File: config.mk
export PLATFORM = sky130hd
export DESIGN_NAME = alu_cmd_sequencer
export DESIGN_NICKNAME = d
export VERILOG_FILES = /design/src/rtl/alu_seq_pkg.sv /design/src/rtl/alu_cmd_fifo.sv /design/src/rtl/alu_cmd_sequencer.sv
export SDC_FILE = /design/constraint.sdc
export NUM_CORES = 1
export LEC_CHECK = 0
export BUFFER_PORTS_ARGS = -buffer_cell sky130_fd_sc_hd__buf_2
export CAP_MARGIN = 20
export CORE_ASPECT_RATIO = 0.6
export CORE_UTILIZATION = 55
export CTS_CLUSTER_DIAMETER = 30
export DETAILED_ROUTE_END_ITERATION = 8
export PLACE_DENSITY = 0.76
export SYNTH_ARGS = -nofsm -noshare
export SYNTH_HDL_FRONTEND = slang
export SYNTH_SLANG_ARGS = --single-unit
File: constraint.sdc
create_clock -name clk -period 2.6 [get_ports clk]
set_clock_uncertainty 0.2 [all_clocks]
set_input_delay 0.26 -clock clk [delete_from_list [all_inputs] [get_ports clk]]
set_output_delay 0.26 -clock clk [all_outputs]
set_load 0.02 [all_outputs]
File: src/rtl/alu_seq_pkg.sv
// rtl/alu_seq_pkg.sv - shared types, widths and op codes for the ALU command sequencer
`timescale 1ns/1ps
package alu_seq_pkg;

    localparam int DATA_W    = 4;
    localparam int OVF_CNT_W = 8;
    localparam int OP_W      = 2;
    localparam int PAYLOAD_W = OP_W + 2 * DATA_W;
    localparam int SETTLE_W  = 4;

    localparam logic [OP_W-1:0] OP0 = 2'd0;
    localparam logic [OP_W-1:0] OP1 = 2'd1;
    localparam logic [OP_W-1:0] OP2 = 2'd2;
    localparam logic [OP_W-1:0] OP3 = 2'd3;

    typedef enum logic [1:0] {
        ST_IDLE   = 2'd0,
        ST_SETTLE = 2'd1,
        ST_HOLD   = 2'd2
    } seq_state_t;

    function automatic logic [PAYLOAD_W-1:0] pack_cmd(
        input logic [OP_W-1:0]   op,
        input logic [DATA_W-1:0] a,
        input logic [DATA_W-1:0] b
    );
        return {op, a, b};
    endfunction

endpackage

File: src/rtl/alu_cmd_fifo.sv
// rtl/alu_cmd_fifo.sv - in-order command queue with registered head, no fall-through
`timescale 1ns/1ps
module alu_cmd_fifo #(
    parameter int DEPTH = 4,
    parameter int W     = 10
) (
    input  logic         clk,
    input  logic         rst,
    input  logic         push_valid,
    output logic         push_ready,
    input  logic [W-1:0] push_data,
    input  logic         pop,
    output logic [W-1:0] pop_data,
    output logic         empty
);

    localparam int AW = (DEPTH > 1) ? $clog2(DEPTH) : 1;
    localparam logic [AW:0] DEPTH_C = (AW + 1)'(DEPTH);

    logic [W-1:0]  mem [DEPTH];
    logic [AW-1:0] wr_ptr;
    logic [AW-1:0] rd_ptr;
    logic [AW:0]   count;
    logic          do_push;
    logic          do_pop;

    assign push_ready = (count < DEPTH_C);
    assign empty      = (count == '0);
    assign do_push    = push_valid && push_ready;
    assign do_pop     = pop && !empty;
    assign pop_data   = mem[rd_ptr];

    // Storage needs no reset: the count gates every read.
    always_ff @(posedge clk) begin
        if (do_push) begin
            mem[wr_ptr] <= push_data;
        end
    end

    // Pointers wrap naturally because DEPTH is a power of two.
    always_ff @(posedge clk or posedge rst) begin
        if (rst) begin
            wr_ptr <= '0;
            rd_ptr <= '0;
            count  <= '0;
        end else begin
            if (do_push) begin
                wr_ptr <= wr_ptr + 1'b1;
            end
            if (do_pop) begin
                rd_ptr <= rd_ptr + 1'b1;
            end
            if (do_push && !do_pop) begin
                count <= count + 1'b1;
            end else if (do_pop && !do_push) begin
                count <= count - 1'b1;
            end
        end
    end

endmodule

File: src/rtl/alu_cmd_sequencer.sv
// rtl/alu_cmd_sequencer.sv - queues ALU commands, waits for settle, captures and holds results
`timescale 1ns/1ps
module alu_cmd_sequencer
    import alu_seq_pkg::*;
#(
    parameter int SETTLE_CYCLES = 2,
    parameter int DEPTH         = 4
) (
`ifdef USE_POWER_PINS
    inout  wire                  vccd1,
    inout  wire                  vssd1,
`endif
    input  logic                 clk,
    input  logic                 rst,
    input  logic                 cmd_valid,
    output logic                 cmd_ready,
    input  logic [DATA_W-1:0]    cmd_a,
    input  logic [DATA_W-1:0]    cmd_b,
    input  logic [OP_W-1:0]      cmd_op,
    output logic [DATA_W-1:0]    alu_a,
    output logic [DATA_W-1:0]    alu_b,
    output logic                 alu_ctrl0,
    output logic                 alu_ctrl1,
    input  logic [DATA_W-1:0]    alu_c,
    input  logic                 alu_ovf,
    output logic                 res_valid,
    input  logic                 res_ready,
    output logic [DATA_W-1:0]    res_c,
    output logic                 res_ovf,
    output logic [OVF_CNT_W-1:0] ovf_count,
    output logic                 busy
);

    localparam logic [SETTLE_W-1:0] SETTLE_INIT = SETTLE_W'(SETTLE_CYCLES - 1);

    seq_state_t           state;
    seq_state_t           state_nxt;
    logic [SETTLE_W-1:0]  settle_cnt;
    logic                 fifo_empty;
    logic                 fifo_pop;
    logic                 capture;
    logic [PAYLOAD_W-1:0] head;

    alu_cmd_fifo #(
        .DEPTH (DEPTH),
        .W     (PAYLOAD_W)
    ) u_fifo (
        .clk        (clk),
        .rst        (rst),
        .push_valid (cmd_valid),
        .push_ready (cmd_ready),
        .push_data  (pack_cmd(cmd_op, cmd_a, cmd_b)),
        .pop        (fifo_pop),
        .pop_data   (head),
        .empty      (fifo_empty)
    );

    assign busy = (state != ST_IDLE) || !fifo_empty;

    always_ff @(posedge clk or posedge rst) begin
        if (rst) begin
            state <= ST_IDLE;
        end else begin
            state <= state_nxt;
        end
    end

    always_comb begin
        state_nxt = state;
        fifo_pop  = 1'b0;
        capture   = 1'b0;
        case (state)
            ST_IDLE: begin
                if (!fifo_empty) begin
                    fifo_pop  = 1'b1;
                    state_nxt = ST_SETTLE;
                end
            end
            ST_SETTLE: begin
                if (settle_cnt == '0) begin
                    capture   = 1'b1;
                    state_nxt = ST_HOLD;
                end
            end
            ST_HOLD: begin
                if (res_ready) begin
                    state_nxt = ST_IDLE;
                end
            end
            default: state_nxt = ST_IDLE;
        endcase
    end

    // Operand registers change only on a pop so the ALU inputs stay quiet while settling.
    always_ff @(posedge clk or posedge rst) begin
        if (rst) begin
            alu_a      <= '0;
            alu_b      <= '0;
            alu_ctrl0  <= 1'b0;
            alu_ctrl1  <= 1'b0;
            settle_cnt <= '0;
        end else if (fifo_pop) begin
            alu_ctrl1  <= head[PAYLOAD_W-1];
            alu_ctrl0  <= head[PAYLOAD_W-2];
            alu_a      <= head[2*DATA_W-1:DATA_W];
            alu_b      <= head[DATA_W-1:0];
            settle_cnt <= SETTLE_INIT;
        end else if (state == ST_SETTLE && settle_cnt != '0) begin
            settle_cnt <= settle_cnt - 1'b1;
        end
    end

    always_ff @(posedge clk or posedge rst) begin
        if (rst) begin
            res_c     <= '0;
            res_ovf   <= 1'b0;
            res_valid <= 1'b0;
            ovf_count <= '0;
        end else if (capture) begin
            res_c     <= alu_c;
            res_ovf   <= alu_ovf;
            res_valid <= 1'b1;
            if (alu_ovf && ovf_count != '1) begin
                ovf_count <= ovf_count + 1'b1;
            end
        end else if (state == ST_HOLD && res_ready) begin
            res_valid <= 1'b0;
        end
    end

endmodule

==> impl_metrics.tcl, run 1 <==
set metrics [dict create \
    post_cts_buffers 0 \
    drive_gt1_share_pct 28.1 \
    cts.sinks 77 \
    cts_inserted_buffers 9 \
    grt_max_degree 38 \
    fmax_mhz 445 \
    yosysTopAreaCellShare_pct 38.2 \
    crit_slowest_cell "dfrtp_1" \
    rows 20 \
    cpMostUsedCell "inv_1" \
    netlist_area_sq_mm 0.00314 \
    io_buffers 44 \
    gr-total-overflow 0 \
    power_mw 4.35 \
    globalplace.congestion 0.715 \
    ios 45 \
    initial_core_util_pct 59.5 \
    leakagePower_nw 1.64 \
    via_per_inst 5.04 \
    grt_pass1_vias 1876 \
    critPathCaptureType "flip-flop" \
    path_class "flip-flop to flip-flop" \
    syn_nets 240 \
    drcViolationCount 0 \
    ir_drop_uv 672 \
    finalMaxSlewViolations 0 \
    setup_viol 0 \
    multi_input_comb_area_sq_um 957 \
    seq_area_sq_mm 0.00213 \
    synth_seq_cells 77 \
    vias 1838 \
    core_sq_mm 0.00528 \
    tns_ns 0 \
    cp.arrival_ns 2.30 \
    cts-root-buf "clkbuf_8" \
    syn_inst 212 \
    synth_warnings 0 \
    status "completed" \
    ant_nets 0 \
    avgSynthCellArea_sq_um 14.8 \
    hold_path.class "primary input to flip-flop" \
    crit_chain "nor3_1 -> nor3_2 -> inv_1 -> ha_1 -> inv_1 -> fa_1 -> xor2_1 -> nor2_1 -> xnor2_1" \
    slowest_delay_ns 0.41 \
    clkLatencyLatePin_ns 0.34 \
    syn2layout_area_growth_pct 22.1 \
    maxCapViolations 0 \
    die_w_um 99.6 \
    grt_pass1_wl_um 8840 \
    seq_area_frac_synth_pct 67.7 \
    n_antenna_cell 0 \
    wl_um 5400 \
    wire_per_inst_um 14.8 \
    synth_edf_count 40 \
    fin_crit_ns 2.25 \
    drtPass1Iterations 4 \
    yosysUniqueCellTypes 34 \
    worst_pin_slew_ns 0.579 \
    cts_tree "done" \
    rsz0062_at_grt "no" \
    fill_cells 367 \
    die_area_sq_mm 0.00603 \
    die_h_um 60.6 \
    cts.reportedPaths.clkPinSlew_ns 0.07 \
    path_max_fanout 3 \
    async_reset_ff_share_pct 48.1 \
    finalCritPeriodShare_pct 86.4 \
    hpwl_um 3600 \
    required_ns 2.66 \
    cp-start-kind "flip-flop" \
    synth_top_flop_cell "edfxtp_1" \
    clockBufferDepth 2 \
    hold_viol 0 \
    drt_iter0_drc 81 \
    antenna_found_initial 0 \
    grt_util_all_layers_pct 20.9 \
    maxSlewHeadroom_pct 61.4 \
    htree_levels 3 \
    cts_resized 0 \
    synth_largest_area_cell "edfxtp_1" \
    synth.area.top_cells "edfxtp_1, dfrtp_1, mux4_2" \
    power.density_mw_per_mm2 1130 \
    nets 311 \
]
-- critical path, delay by kind of cell, from the launching register on --
kind	cells	cell delay (ns)
AND/OR/NAND/NOR	3	0.57
adder cells (fa/ha/maj)	2	0.56
flip-flops	1	0.41
XOR/XNOR	2	0.29
buffers and inverters	2	0.15
-- placed cells by master (no fill, tap or decap), types with 2 or more instances in the layout --
master,n
and2_1,5
buf_2,44
buf_4,5
bufinv_16,2
clkbuf_8,9
clkinv_1,2
clkinv_2,2
dfrtp_1,37
dlygate4sd3_1,16
edfxtp_1,40
ha_1,8
inv_1,9
mux2_1,2
mux2_2,5
mux4_2,10
nand2_1,39
nand3_1,6
nor2_1,7
nor3_1,5
o21ai_0,4
xnor2_1,6
xor2_1,8
-- where the power goes --
| part | leakage (nW) | switching [mW] | internal, mW |
|---|---|---|---|
| clock network | 0.105 | 0.397 | 0.531 |
| logic | 0.716 | 0.881 | 0.684 |
| registers | 0.819 | 0.222 | 1.64 |
-- worst paths after layout --
| kind | slack (ns) | end | cells after the start | from |
|---|---|---|---|---|
| setup reg to reg | 0.35 | u_fifo.count[2] | 9 | u_fifo.count[1] |
| hold reg to reg | 0.27 | alu_a[2] | 2 | alu_a[2] |
| min in group asynchronous | 0.35 | u_fifo.wr_ptr[1] | 4 | rst |
| max in group asynchronous | 1.52 | alu_a[0] | 4 | rst |
| setup / recovery | 0.35 | u_fifo.count[2] | 9 | u_fifo.count[1] |
| hold / removal | 0.03 | res_ovf | 3 | alu_ovf |
-- what timing repair did --
| item | CTS | global route |
|---|---|---|
| hold buffers | 16 | 0 |
| setup endpoints to repair | 0 | 0 |
| hold endpoints to repair | 82 | 0 |
-- state kept, by name, summed over array words and instances, names as in the netlist --
signal and flops:
state 2, res_c 4, settle_cnt 4, res_valid 1, u_fifo.rd_ptr 2, alu_a 4
u_fifo.count 3, u_fifo.wr_ptr 2, res_ovf 1, alu_ctrl1 1, u_fifo.mem 40, alu_b 4
ovf_count 8, alu_ctrl0 1
-- area by class of cell --
| class | instances | share of cell area (%) |
|---|---|---|
| well taps | 77 | 2.51 |
| clock inverters | 6 | 2.02 |
| flip-flops and latches | 77 | 55.4 |
| repair buffers | 65 | 10.9 |
| multi-input cells | 121 | 24.9 |
| inverters | 9 | 0.880 |
| clock buffers | 10 | 3.33 |
-- cells in the mapped netlist (2+ instances only) --
master and n:
xnor2_1 6, nand3_1 6, nor3_1 5, nand2_1 39, mux2_1 2, dfrtp_1 37
o21ai_0 4, ha_1 8, nor2_1 7, clkbuf_1 2, inv_1 9, xor2_1 8
buf_2 2, edfxtp_1 40, and2_1 5, mux2_2 5, mux4_2 10
-- metal layers --
metal  global-route usage, %  wire (um)  up-vias
met5                       0          0        -
met4                    8.19         68        0
met3                    7.60        356        6
met2                    32.7       2550       53
met1                    27.6       2430      895
li1                        -          -      884
-- logic make-up (layout without fill, tap and decap cells) --
kind of cell	count (synthesis)	in the layout	synth area share (%)
muxes	18	18	9.99
and+or+nand+nor	75	75	11.9
DFF	77	77	67.7
xor gates and xnor gates	14	14	3.90
AOI/OAI and AO/OA	5	5	0.876
buffers and inverters	14	90	1.87
adders and majority gates	9	9	3.82
-- stage by stage --
stage          util (%)  std cells  cell area [sq um]  hold slack [ns]  setup slack, ns
2_1_floorplan         -        212               3140            0.159            0.294
3_3_place_gp       65.8        333               3470            0.186            0.492
3_5_place_dp       65.8        333               3470            0.187            0.412
4_1_cts            72.7        365               3840           0.0193            0.383
5_1_grt            72.7        365               3840           0.0431            0.174
6_report           72.7        365               3840           0.0330            0.353
No activity file was read; power rests on OpenSTA's default activity.
==> run 2, diff against run 1 <==
PLACE_DENSITY = not set   (was 0.76)
PLACE_DENSITY_LB_ADDON = 0.3   (was not set)
REMOVE_ABC_BUFFERS = 1   (was not set)
==> run 2 against run 1 <==
Routed wire length up 7.9%. Die area unchanged. Core utilization shrank 0.28 points. Global-route usage is 1.4 points higher. Critical path depth did not move. Flip-flop and latch count is the same. First-iteration DRC count up 22%. Count of clock-buffer cells in the layout is 1 lower. Combinational power about the same. Via count rose by 0.60%. Sequential power about the same. Worst setup slack lost 0.043 ns. Highest routed layer unchanged.
==> impl_metrics.tcl, run 2 (same netlist as run 1, synthesis figures left out) <==
set metrics [dict create \
    status "completed" \
    rsz0062_at_grt "no" \
    crit_family "simple AND/OR/NAND/NOR gates" \
    drcViolationCount 0 \
    slowest_delay_ns 0.42 \
    cts.sinks 77 \
    htree_levels 3 \
    dpl_cell_area_sq_mm 0.00347 \
    grt_pass1_vias 1816 \
    crit_slowest_cell "dfrtp_1" \
    fin_crit_ns 2.29 \
    r2r_cells 9 \
    largest_register_ffs 40 \
    cts_inserted_buffers 9 \
    syn2layout_area_growth_pct 21.6 \
    drive_gt1_share_pct 28.8 \
    reg.largest.list "u_fifo.mem (40), ovf_count (8)" \
    io_buffers 44 \
    fmax_mhz 437 \
    cts_resized 0 \
    stdcell_area_sq_mm 0.00382 \
    grt_max_degree 38 \
    crit_chain "nor3_1 -> nor3_2 -> inv_1 -> ha_1 -> inv_1 -> fa_1 -> xor2_1 -> nor2_1 -> xnor2_1" \
    maxCapViolations 0 \
    finalMaxSlewViolations 0 \
    seq_area_sq_mm 0.00213 \
    hold_buffers 16 \
    max_flop_register "u_fifo.mem" \
    final_cell_mix "buf_2, edfxtp_1, nand2_1, dfrtp_1, dlygate4sd3_1" \
    ios 45 \
    hold_viol 0 \
    nets 311 \
    cts_tree "done" \
    ant_nets 0 \
    die_area_sq_mm 0.00603 \
    setup_viol 0 \
    crit_cells 9 \
    antenna_found_initial 0 \
    gr-total-overflow 0 \
    critPathBufInv 2 \
    hold-path-cell-count 3 \
    cp.arrival_ns 2.37 \
    post_cts_buffers 0 \
    layout_commonest_cell "buf_2" \
    vias 1849 \
    critPathCaptureType "flip-flop" \
    clockBufferDepth 2 \
    worst_pin_slew_ns 0.535 \
    cp-start-kind "flip-flop" \
    n_antenna_cell 0 \
    rows 20 \
    core_sq_mm 0.00528 \
    hpwl_um 3760 \
    grt_pass1_wl_um 9450 \
    clkLatencyLatePin_ns 0.35 \
    cts.reportedPaths.clkPinSlew_ns 0.07 \
    hold_path.class "primary input to flip-flop" \
    die_w_um 99.6 \
    path_max_fanout 3 \
    die_h_um 60.6 \
    via_per_inst 5.07 \
    drt_iter0_drc 99 \
    fill_cells 368 \
    leakagePower_nw 1.62 \
    grt_util_all_layers_pct 22.3 \
    cpMostUsedCell "inv_1" \
    wl_um 5820 \
    required_ns 2.68 \
    tns_ns 0 \
    ir_drop_uv 565 \
    finalCritPeriodShare_pct 88.1 \
    globalplace.congestion 0.709 \
    wire_per_inst_um 16.0 \
    maxSlewHeadroom_pct 64.3 \
    path_class "flip-flop to flip-flop" \
    cts-root-buf "clkbuf_8" \
    power.density_mw_per_mm2 1130 \
    drtPass1Iterations 4 \
    multi_input_comb_area_sq_um 957 \
    initial_core_util_pct 59.5 \
]
run 2: changes by cell type in the layout (fill, tap and decap cells not counted):
cell	previous run	this run
bufinv_16	2	1
clkbuf_1	1	0
clkinv_1	2	1
clkinvlp_4	0	3
run 2: final timing paths:
kind	start	endpoint	slack [ns]
min in group asynchronous	rst	u_fifo.wr_ptr[1]	0.35
hold / removal	alu_ovf	res_ovf	0.05
setup reg to reg	u_fifo.count[1]	u_fifo.count[2]	0.31
setup / recovery	u_fifo.count[1]	u_fifo.count[2]	0.31
max in group asynchronous	rst	alu_b[1]	1.51
hold reg to reg	alu_ctrl1	alu_ctrl1	0.27
run 2: worst reg2reg max path: stages, from the launching register on:
cell     delay [ns]
dfrtp_1        0.42
nor3_1         0.38
nor3_2         0.10
inv_1          0.11
ha_1           0.19
inv_1          0.06
fa_1           0.37
xor2_1         0.16
nor2_1         0.11
xnor2_1        0.12
run 2: power by group:
part / switching, mW / internal (mW)
clock: 0.425 / 0.436
sequential: 0.256 / 1.64
combinational: 0.881 / 0.681
run 2: stage by stage:
step	power [mW]	hold slack, ns	util, %	instances	setup slack [ns]
after global routing	4.58	0.0351	72.4	365	0.237
after floorplan	2.95	0.159	-	207	0.00221
final	4.31	0.0547	72.4	365	0.310
after CTS	4.33	0.0386	72.4	365	0.329
after global placement	3.37	0.201	65.8	333	0.505
after detailed placement	3.45	0.193	65.8	333	0.394
run 2: layer usage:
layer / vias to the layer above / track usage, % / part of all wire [%] / routed length, um
met2: 54 / 34.2 / 48 / 2780
li1: 891 / - / - / -
met5: - / 0 / 0 / 0
met1: 893 / 30.1 / 44 / 2560
met3: 11 / 8.87 / 6.6 / 383
met4: 0 / 6.72 / 1.7 / 101
run 2: layout make-up:
cell class | instances | share of cell area, %
Sequential cell | 77 | 55.6
Multi-Input combinational cell | 121 | 25.0
Timing Repair Buffer | 65 | 10.9
Clock buffer | 9 | 3.24
Tap cell | 77 | 2.52
Clock inverter | 7 | 1.73
Inverter | 9 | 0.884
